[src/rtl/npu_param_loader.sv]
// Streams one layer's weights and biases into a shadow buffer and publishes them
// atomically on a well-framed load. Framing errors drop the shadow and leave active parameters.
module npu_param_loader #(
    parameter int DATA_WIDTH = 8,
    parameter int IN_N       = 4,
    parameter int OUT_N      = 4
) (
    input  logic                             clk,
    input  logic                             rst,
    input  logic                             start,
    input  logic                             s_valid,
    output logic                             s_ready,
    input  logic [DATA_WIDTH-1:0]            s_data,
    input  logic                             s_last,
    output logic [IN_N*OUT_N*DATA_WIDTH-1:0] weights,
    output logic [OUT_N*DATA_WIDTH-1:0]      biases,
    output logic                             params_valid,
    output logic                             load_done,
    output logic                             load_err
);

    localparam int NW    = IN_N * OUT_N;
    localparam int CNT_N = (NW > OUT_N) ? NW : OUT_N;
    localparam int CW    = $clog2(CNT_N + 1);
    localparam logic [CW-1:0] LAST_W = CW'(NW - 1);
    localparam logic [CW-1:0] LAST_B = CW'(OUT_N - 1);

    typedef enum logic [1:0] {IDLE, LOAD_W, LOAD_B, COMMIT} state_t;

    state_t                          r_state;
    logic [CW-1:0]                   r_cnt;
    logic [NW*DATA_WIDTH-1:0]        r_shadow_w;
    logic [OUT_N*DATA_WIDTH-1:0]     r_shadow_b;
    logic [NW*DATA_WIDTH-1:0]        r_weights;
    logic [OUT_N*DATA_WIDTH-1:0]     r_biases;
    logic                            r_params_valid;
    logic                            r_load_done;
    logic                            r_load_err;
    logic                            w_accept;
    logic [OUT_N*DATA_WIDTH-1:0]     w_bias_final;

    assign s_ready      = (r_state == LOAD_W) || (r_state == LOAD_B);
    assign w_accept     = s_valid && s_ready;
    assign weights      = r_weights;
    assign biases       = r_biases;
    assign params_valid = r_params_valid;
    assign load_done    = r_load_done;
    assign load_err     = r_load_err;

    // Shadow biases with the word currently on the bus merged in as the final bias.
    always_comb begin
        w_bias_final = r_shadow_b;
        w_bias_final[(OUT_N-1)*DATA_WIDTH +: DATA_WIDTH] = s_data;
    end

    always_ff @(posedge clk) begin
        if (rst) begin
            r_state        <= IDLE;
            r_cnt          <= '0;
            r_shadow_w     <= '0;
            r_shadow_b     <= '0;
            r_weights      <= '0;
            r_biases       <= '0;
            r_params_valid <= 1'b0;
            r_load_done    <= 1'b0;
            r_load_err     <= 1'b0;
        end else begin
            r_load_done <= 1'b0;
            r_load_err  <= 1'b0;
            case (r_state)
                IDLE: begin
                    if (start) begin
                        r_state <= LOAD_W;
                        r_cnt   <= '0;
                    end
                end
                LOAD_W: begin
                    if (w_accept) begin
                        if (s_last) begin
                            r_load_err <= 1'b1;
                            r_state    <= IDLE;
                            r_cnt      <= '0;
                            r_shadow_w <= '0;
                            r_shadow_b <= '0;
                        end else begin
                            r_shadow_w[r_cnt*DATA_WIDTH +: DATA_WIDTH] <= s_data;
                            if (r_cnt == LAST_W) begin
                                r_state <= LOAD_B;
                                r_cnt   <= '0;
                            end else begin
                                r_cnt <= r_cnt + 1'b1;
                            end
                        end
                    end
                end
                LOAD_B: begin
                    if (w_accept) begin
                        if ((r_cnt == LAST_B) && s_last) begin
                            // Publish on the accepting edge so outputs move one cycle after it;
                            // COMMIT is the cycle in which load_done is visible.
                            r_weights      <= r_shadow_w;
                            r_biases       <= w_bias_final;
                            r_shadow_b     <= w_bias_final;
                            r_params_valid <= 1'b1;
                            r_load_done    <= 1'b1;
                            r_state        <= COMMIT;
                            r_cnt          <= '0;
                        end else if ((r_cnt == LAST_B) || s_last) begin
                            r_load_err <= 1'b1;
                            r_state    <= IDLE;
                            r_cnt      <= '0;
                            r_shadow_w <= '0;
                            r_shadow_b <= '0;
                        end else begin
                            r_shadow_b[r_cnt*DATA_WIDTH +: DATA_WIDTH] <= s_data;
                            r_cnt <= r_cnt + 1'b1;
                        end
                    end
                end
                COMMIT: begin
                    r_state <= IDLE;
                end
                default: begin
                    r_state <= IDLE;
                end
            endcase
        end
    end

endmodule

[config.mk]
export PLATFORM = sky130hd
export DESIGN_NAME = npu_param_loader
export DESIGN_NICKNAME = d
export VERILOG_FILES = /design/src/rtl/npu_param_loader.sv
export SDC_FILE = /design/constraint.sdc
export NUM_CORES = 1
export LEC_CHECK = 0
export ABC_AREA = 1
export BUFFER_PORTS_ARGS = -buffer_cell sky130_fd_sc_hd__buf_4
export CORE_ASPECT_RATIO = 1.75
export CORE_UTILIZATION = 32
export DETAILED_ROUTE_END_ITERATION = 10
export PLACE_DENSITY_LB_ADDON = 0.08
export SYNTH_ARGS = -nofsm -noshare
export SYNTH_HDL_FRONTEND = slang
export SYNTH_SLANG_ARGS = --single-unit
[constraint.sdc]
create_clock -name clk -period 2.15 [get_ports clk]
set_input_delay 0.1075 -clock clk [delete_from_list [all_inputs] [get_ports clk]]
set_output_delay 0.1075 -clock clk [all_outputs]
set_load 0.1 [all_outputs]
## Word level (Yosys, flattened, before mapping)

Cells that the tools add are included.

- Flip-flop bits (word level): 330
- Input port bits: 13
- Output and inout bits: 164
- Logic and storage cells: 82

- $add $sub $neg: 2
- Equality and inequality tests: 13
- Shift-type cells: 4
- Multiplexer cells: 37
- Bitwise gates (word level): 2
- Reduce and logical (&&, ||, !) cells: 14

Operators by type and width:

| cell | count |
|---|---|
| 2-to-1 mux 128 bit | 5 |
| case mux 128 bit (2 select lines) | 1 |
| 2-to-1 mux 32 bit | 5 |
| bitwise mux 128 bit | 1 |
| variable shift 8 x 34 -> 128 bit, first input constant | 1 |
| variable part select 8 x 34 -> 128 bit | 1 |
| case mux 32 bit (2 select lines) | 1 |
| 2-to-1 mux 5 bit | 7 |
| negation 8 -> 34 bit | 1 |
| variable shift 8 x 34 -> 32 bit, first input constant | 1 |
| variable part select 8 x 34 -> 32 bit | 1 |
| bitwise mux 32 bit | 1 |
| case mux 5 bit (3 select lines) | 1 |
| AND reduction 5 bit | 3 |
| 2-to-1 mux 2 bit | 7 |
| != test 2 bit, second input constant | 5 |
| case mux 2 bit (4 select lines) | 1 |
| AND reduction 4 bit | 2 |
| 2-to-1 mux 1 bit | 6 |
| adder 5 x 1 -> 5 bit, second input constant | 1 |
| == test 5 x 2 -> 1 bit, second input constant | 1 |
| == test 5 x 4 -> 1 bit, second input constant | 1 |
| == test 2 bit, second input constant | 2 |
| != test 3 x 1 -> 1 bit, second input constant | 1 |
| other kinds (12) | 15 |

## Longest topological paths before layout

Gate-level depths: netlist (run 1).

- Depth in word-level cells: 7
- Mapped depth: 17

## Least setup slack after synthesis (run 1)

Ideal clock, no wire load.

- Kind: register -> register
- From: register r_state[0]
- To: register r_shadow_w[35]
- Library setup time: 71 ps
- Arrival time: 2,675 ps
- Data required time: 2,079 ps
- Setup slack: -595 ps
- Stages on the path, launching flop included: 14
- Path buffers: 1
- Period minus slack after synthesis: 2,745 ps
- Path through: dfxtp_1 -> inv_1 -> ha_1 -> nand2_1 -> nand2_1 -> nand2_1 -> nor3_4 -> inv_2 -> nor2_2 -> inv_2 -> buf_2 -> nor2_1 -> nand2_1 -> a21oi_1

- Cells in the longest elaborated chain, start to end: 5
- Elaborated cells on any way between the ends: 11

Ends and longest elaborated chain:

| element | line | source |
|---|---|---|
| from (decl) | 30 | `state_t r_state;` |
| from (signal assigned) | 58 | `r_state <= IDLE;` |
| from (signal assigned) | 73 | `r_state <= LOAD_W;` |
| from (signal assigned) | 81 | `r_state <= IDLE;` |
| == test 2 x 1 -> 1 bit or == test 2 bit (tied branches) | 42 | `assign s_ready = (r_state == LOAD_W) \|\| (r_state == LOAD_B);` |
| logical OR 1 bit (*) | 42 |  |
| via s_ready | 12 | `output logic s_ready,` |
| logical AND 1 bit (*) | 43 | `assign w_accept = s_valid && s_ready;` |
| != test 2 bit (no source line) | - |  |
| AND reduction 5 bit (no source line) (*) | - |  |
| to (signal, indexed assignment) | 86 | `r_shadow_w[r_cnt*DATA_WIDTH +: DATA_WIDTH] <= s_data;` |
| to (decl) | 32 | `logic [NW*DATA_WIDTH-1:0] r_shadow_w;` |

Mark *: on every way through the listed nets, which the timed path passes. The rest lies on a longest branch.
A chain may end at the register's enable or synchronous reset.

## Final worst setup path (run 1)

- From: register r_cnt[0]
- To: register r_shadow_b[9]

- Cells in the longest elaborated chain, start to end: 7
- Elaborated cells on any way between the ends: 13

Ends and longest elaborated chain:

| element | line | source |
|---|---|---|
| from (decl) | 31 | `logic [CW-1:0] r_cnt;` |
| from (signal assigned) | 91 | `r_cnt <= r_cnt + 1'b1;` |
| from (signal assigned) | 116 | `r_cnt <= r_cnt + 1'b1;` |
| negation 8 -> 34 bit | 115 | `r_shadow_b[r_cnt*DATA_WIDTH +: DATA_WIDTH] <= s_data;` |
| variable part select 8 x 34 -> 32 bit or variable shift 8 x 34 -> 32 bit (tied branches) | 115 |  |
| bitwise mux 32 bit | 115 |  |
| 2-to-1 mux 32 bit | 108 | `end else if ((r_cnt == LAST_B) \|\| s_last) begin` |
| 2-to-1 mux 32 bit | 98 | `if ((r_cnt == LAST_B) && s_last) begin` |
| 2-to-1 mux 32 bit | 97 | `if (w_accept) begin` |
| case mux 32 bit (2 select lines) | 70 | `case (r_state)` |
| to (signal assigned) | 103 | `r_shadow_b <= w_bias_final;` |
| to (signal, indexed assignment) | 115 |  |
| to (decl) | 33 | `logic [OUT_N*DATA_WIDTH-1:0] r_shadow_b;` |

Several ways; a longest one is shown, not always the timed one. The select of a mux whose other input is x is not followed.

==> results of run 1 <==
-- worst max-delay path by stage --
stage	to	startpoint	slack, ns
after floorplan	r_shadow_b[19]	r_cnt[0]	0.002
after global placement	r_shadow_b[8]	r_cnt[0]	-0.29
after detailed placement	r_shadow_b[9]	r_cnt[0]	-0.33
after CTS	r_shadow_w[110]	r_cnt[0]	-0.002
after global routing	r_shadow_w[92]	r_state[1]	-0.06
final	r_shadow_b[9]	r_cnt[0]	0.06
-- cell usage after synthesis --
cell	n	area [um2]
clkinv_1	1	3.75
buf_4	1	7.51
inv_2	5	18.8
ha_1	11	138
a21oi_2	1	8.76
o22ai_1	1	6.26
nand2_2	4	25.0
a21oi_1	156	781
buf_2	9	45.0
nand2_1	261	980
nand3_2	3	30.0
nor3_4	1	16.3
nor2_1	427	1600
clkbuf_1	81	304
dfxtp_1	322	6450
or2_2	1	6.26
nor2_4	1	11.3
o21ai_0	170	851
nand3b_1	1	7.51
nor3_1	10	50.1
nor2_2	7	43.8
inv_1	57	214
a31oi_1	1	6.26
nand3_1	140	701
nand4_1	9	56.3
xor2_1	3	26.3
o2111ai_1	1	8.76
o21bai_1	3	22.5
-- metrics by stage --
step | TNS, ns | power (mW) | instance area [um2]
finish | 0 | 13.3 | 17300
global route | -0.942 | 13.8 | 17300
CTS | -0.00234 | 13.2 | 16800
detailed placement | -26.40 | 7.81 | 15400
global placement | -15.42 | 7.80 | 15400
floorplan | 0 | 7.11 | 12500
-- worst max-delay path, stage by stage (launching register included) --
cell and delay, ns:
dfxtp_4 0.36, ha_4 0.17, nand3_4 0.09, inv_2 0.05, ha_4 0.15, nand2_2 0.07
buf_4 0.15, nand2_1 0.09, nor3_2 0.15, buf_4 0.17, nand2_1 0.09, nor2_4 0.20
nand3_1 0.11, a21oi_1 0.16
-- cells by family after synthesis --
family                     after synthesis
AOI/OAI and AO/OA                      333
DFF                                    322
buffers and inverters                  154
adders and majority gates               11
and+or+nand+nor                        865
xor gates and xnor gates                 3
-- flip-flops by register name (all words and copies together) (netlist names) --
signal / flops
biases: 32
load_done: 1
load_err: 1
params_valid: 1
r_cnt: 5
r_shadow_b: 24
r_shadow_w: 128
r_state: 2
weights: 128
-- cells in the final DEF, fill, tap and decap left out, drive strengths merged, types with 4 or more instances in the layout --
master,count
a21oi,157
o21ai,170
nand2,265
clkinvlp,4
nor2,435
nor3,11
nand4,9
ha,11
dlygate4sd3,9
nand3,143
dfxtp,322
inv,61
buf,329
clkbuf,47
-- layer usage --
metal,vias up,part of all wire [%],GRT usage (%)
met1,5638,41,26.2
met3,88,4.0,2.24
met2,267,50,36.9
met5,-,0,0
li1,6081,-,-
met4,0,4.6,9.89
-- power breakdown --
group	total (mW)	switching (mW)	internal (mW)
clock network	5.24	2.30	2.94
logic	1.97	1.23	0.740
registers	6.10	0.0439	6.05
-- area by class of cell --
type,instances,area (um2)
multi-input cells,1212,6010
flip-flops and latches,322,6460
fillers,3973,21000
well taps,485,607
clock buffers,44,885
clock inverters,6,60.1
repair buffers,341,3000
inverters,63,262
-- timing repair --
item,in CTS,in global routing
endpoints found under the hold margin,13,0
endpoints found under the setup margin,220,252
cloned,2,2
hold buffers,9,0
pin swaps,17,32
gates resized for setup,94,104
buffers inserted,2,11
==> metrics.csv, run 1 <==
metric,value,unit
CP Class,reg2reg,
Worst Hold Class,in2reg,
"wirelength, routed",43200,um
Synth Area in Simple Gates,28.4,%
Congestion Overflow GR,0,
CP startpoint kind,register,
max_slew headroom,54.6,%
Syn-to-layout area delta,39.2,%
RSZ-0062 raised after global routing,true,
dpl ws,-0.333,ns
pwr/cell area,769,nW/um2
deepest clock path buffer count,3,
HPWL after detailed placement,31300,um
register bit total from synthesis,322,
die area,39600,um2
num rows,95,
period utilization,97.4,%
CTS tree,done,
vias in the first global route,11500,
endpoints failing hold,0,
number of port buffers,176,
Avg Inst Size Synth,7.36,um2
worst-margin pin slew,0.681,ns
peak supply drop,452,uV
final worst path period need,2.09,ns
initial antenna violation count,0,
main combinational cell family by area after synthesis,simple AND/OR/NAND/NOR gates,
die height,263,um
gr usage total,21.4,%
Synth Area in Adders,1.11,%
vias after detailed routing,12100,
worst hold margin,0.0259,ns
Clock Tree Root,clkbuf_16,
final layout net count,1995,
Post-Layout Cell Count,2473,
multiplexer share of the synthesized area,0,%
maximum number of pins on one net before global-route repair,145,
Leakage,7.55,nW
CTS Sinks,322,
I/O Pins,177,
post-synthesis compound-gate area fraction,13.6,%
Crit. End Element,register,
core area,38300,um2
Die W,151,um
Initial Util,32.4,%
worst r2r dst,r_shadow_b[9],
setup ws final,0.0566,ns
hold worst-path end,r_shadow_b[7],
XOR/XNOR Fraction of Synth Area,0.212,%
Detailed Route Iter0 Violations,623,
critical path data arrival time,2.59,ns
WHS Path Cells,4,
antenna-violating nets left,0,
Post-Syn Instances,1688,
DRC viols,0,
count of cell types in the netlist,28,
post-DR wirelength/cell,17.4,um
maxcap violations,0,
placed cells,2399,
first-pass GRT wire length,65700,um
min-delay src,rst,
number of buffers created by CTS,31,
critical path data required time,2.65,ns
worst r2r src,r_cnt[0],
FF-to-FF setup slack,0.06,ns
clock-pin slew on the worst setup and hold paths,0.07,ns
reg2reg path depth,13,
synth warn,0,
Detailed Routing Iterations Pass 1,5,
Via density,4.88,
area of the mapped netlist,12400,um2
status,finished clean,
Final setup viols,0,
clock latency at the later pin of the worst-skew pair,0.58,ns
layout cells sized above 1,26.6,%
Worst Skew,0.0175,ns
Max Slew Vio Count,0,
fmax,478,MHz
Routability Congestion,0.911,
crit path max fanout,8,
final core utilization,45.2,%
sequential share of the synthesized area,51.9,%
syn nets,1712,
H-tree Lvls,1,
n_diodes,0,
Power figures use the tool's default switching activity.
==> run 2, diff against run 1 <==
- CELL_PAD_IN_SITES_DETAIL_PLACEMENT: unset -> 1
- CELL_PAD_IN_SITES_GLOBAL_PLACEMENT: unset -> 1
- CORE_UTILIZATION: 32 -> 37
==> run 2 against run 1 <==
The flow now finishes with violations (setup timing); first-iteration DRC count shrank 22%; cell count shrank 2.8%; clock skew shrank 0.0045 ns; worst setup slack lost 0.076 ns; total power grew 3.7%; sequential power is essentially flat; maximum frequency shrank 3.5%; sequential share of layout area is essentially flat; highest routed layer unchanged; largest cell class unchanged; hold slack gained 0.061 ns.
==> metrics.csv, run 2 (synthesis results as in run 1) <==
metric,value,unit
status,finished with violations,
failing checks,setup timing,
critical path data required time,2.64,ns
Detailed Route Iter0 Violations,483,
DRC viols,0,
Design Power,13.8,mW
max_slew headroom,52.9,%
top layer in use,met4,
fmax,461,MHz
Critical Path Max Stage Delay,0.39,ns
critical path data arrival time,2.66,ns
Syn-to-layout area delta,39.2,%
placed cells,2312,
crit path max fanout,9,
I/O Pins,177,
"wirelength, routed",44500,um
final core utilization,52.3,%
Worst Hold Class,in2reg,
min-delay src,start,
CP top delay family,simple AND/OR/NAND/NOR gates,
n_diodes,0,
vias in the first global route,12800,
number of buffers created by CTS,30,
Die W,140,um
metal3 WL,1220,um
H-tree Lvls,1,
Leakage,7.63,nW
endpoints failing hold,0,
Congestion Overflow GR,0,
peak supply drop,569,uV
Via density,5.16,
die height,244,um
final worst path period need,2.17,ns
reg2reg path depth,15,
period utilization,101,%
WHS Path Cells,6,
Clock Tree Root,clkbuf_16,
final layout net count,2000,
num rows,88,
Crit. End Element,register,
FF-to-FF setup slack,-0.02,ns
initial antenna violation count,0,
layout cells sized above 1,27.5,%
setup ws final,-0.0195,ns
core area,33000,um2
worst hold margin,0.0866,ns
antenna-violating nets left,0,
"Slowest-stage cell, CP",dfxtp_4,
CP bufs+invs,6,
vias after detailed routing,12400,
Worst Skew,0.0130,ns
worst r2r dst,r_shadow_w[98],
deepest clock path buffer count,3,
hold worst-path end,r_state[1],
Fillers,4091,
number of port buffers,176,
RSZ-0062 raised after global routing,true,
HPWL after detailed placement,31600,um
Detailed Routing Iterations Pass 1,6,
clock-pin slew on the worst setup and hold paths,0.07,ns
first-pass GRT wire length,69100,um
post-DR wirelength/cell,18.5,um
Final setup viols,4,
CTS Sinks,322,
maximum number of pins on one net before global-route repair,145,
gr usage total,25.5,%
Initial Util,37.6,%
Detail Route met2 WL,23400,um
worst-margin pin slew,0.707,ns
maxcap violations,0,
most frequent cells in the layout,"383 x nor2_1, 318 x dfxtp_1, 298 x buf_4",
Post-Layout Cell Count,2404,
worst r2r src,r_state[1],
Max Slew Vio Count,0,
Post-Route M1 WL,18200,um
die area,34300,um2
CP startpoint kind,register,
pwr/cell area,798,nW/um2
Routability Congestion,0.885,
clock latency at the later pin of the worst-skew pair,0.57,ns
"most common cell after layout, fill and taps aside",nor2_1,
worst-path cell chain,"inv_4, ha_4, nand2_4, nand2_2, nand2_4, nor3_4, inv_2, buf_6, nor2_4, buf_12, inv_16, nor2_4, buf_6, nand2_1, a21oi_2",
CP Class,reg2reg,
CTS tree,done,
-- run 2: cell types whose count changed in the layout (fill, tap and decap cells not counted), sizes merged --
cell / previous run / this run
clkinv: 3 / 10
clkbuf: 47 / 41
buf: 329 / 333
bufinv: 1 / 4
dlygate4sd3: 9 / 11
inv: 61 / 63
clkinvlp: 4 / 3
-- run 2: layer usage --
metal	up-vias	GRT usage, %
met5	-	0
met4	0	10.8
met3	70	2.25
met2	228	47.6
met1	6015	29.5
li1	6081	-
-- run 2: repair_timing --
item	in CTS	in global routing
resized for setup	125	94
buffers inserted	10	13
hold endpoints to repair	17	0
hold buffers	11	0
setup endpoints to repair	288	190
pin swaps	30	50
cloned	4	1
-- run 2: cell type report --
cell class	instances	area [um2]	area share, %
clock buffers	40	870	5.03
repair inverters	2	31.3	0.181
inverters	63	275	1.59
repair buffers	345	2930	16.9
clock inverters	15	183	1.06
multi-input cells	1212	6030	34.9
well taps	405	507	2.93
flip-flops and latches	322	6460	37.4
-- run 2: per-stage QoR --
stage / area [um2] / TNS (ns) / worst slack, ns
floorplan: 12500 / 0 / 0.00238
global placement: 15100 / -8.59 / -0.127
detailed placement: 15100 / -19.17 / -0.193
CTS: 16800 / -0.678 / -0.0417
global route: 17300 / -5.18 / -0.109
finish: 17300 / -0.0332 / -0.0195
-- run 2: how the worst max path moves through the flow --
stage / to / cells past startpoint / start / slack, ns
2_1_floorplan: r_shadow_b[19] / 16 / r_cnt[0] / 0.002
3_3_place_gp: r_shadow_b[8] / 13 / r_cnt[0] / -0.13
3_5_place_dp: r_shadow_w[1] / 13 / r_cnt[0] / -0.19
4_1_cts: r_shadow_w[97] / 16 / r_cnt[1] / -0.04
5_1_grt: r_shadow_w[42] / 13 / r_state[1] / -0.11
6_report: r_shadow_w[98] / 15 / r_state[1] / -0.02
-- run 2: worst min-delay path: cells and delay by family --
kind | cells | cell delay [ns]
AOI/OAI and AO/OA | 3 | 0.28
buffers and inverters | 2 | 0.15
and+or+nand+nor | 1 | 0.07
-- run 2: where the power goes --
part	internal (mW)	switching, mW	total, mW	leakage, nW
combinational	0.764	1.26	2.03	4.51
clock	3.31	2.36	5.67	0.517
sequential	6.05	0.0433	6.09	2.60
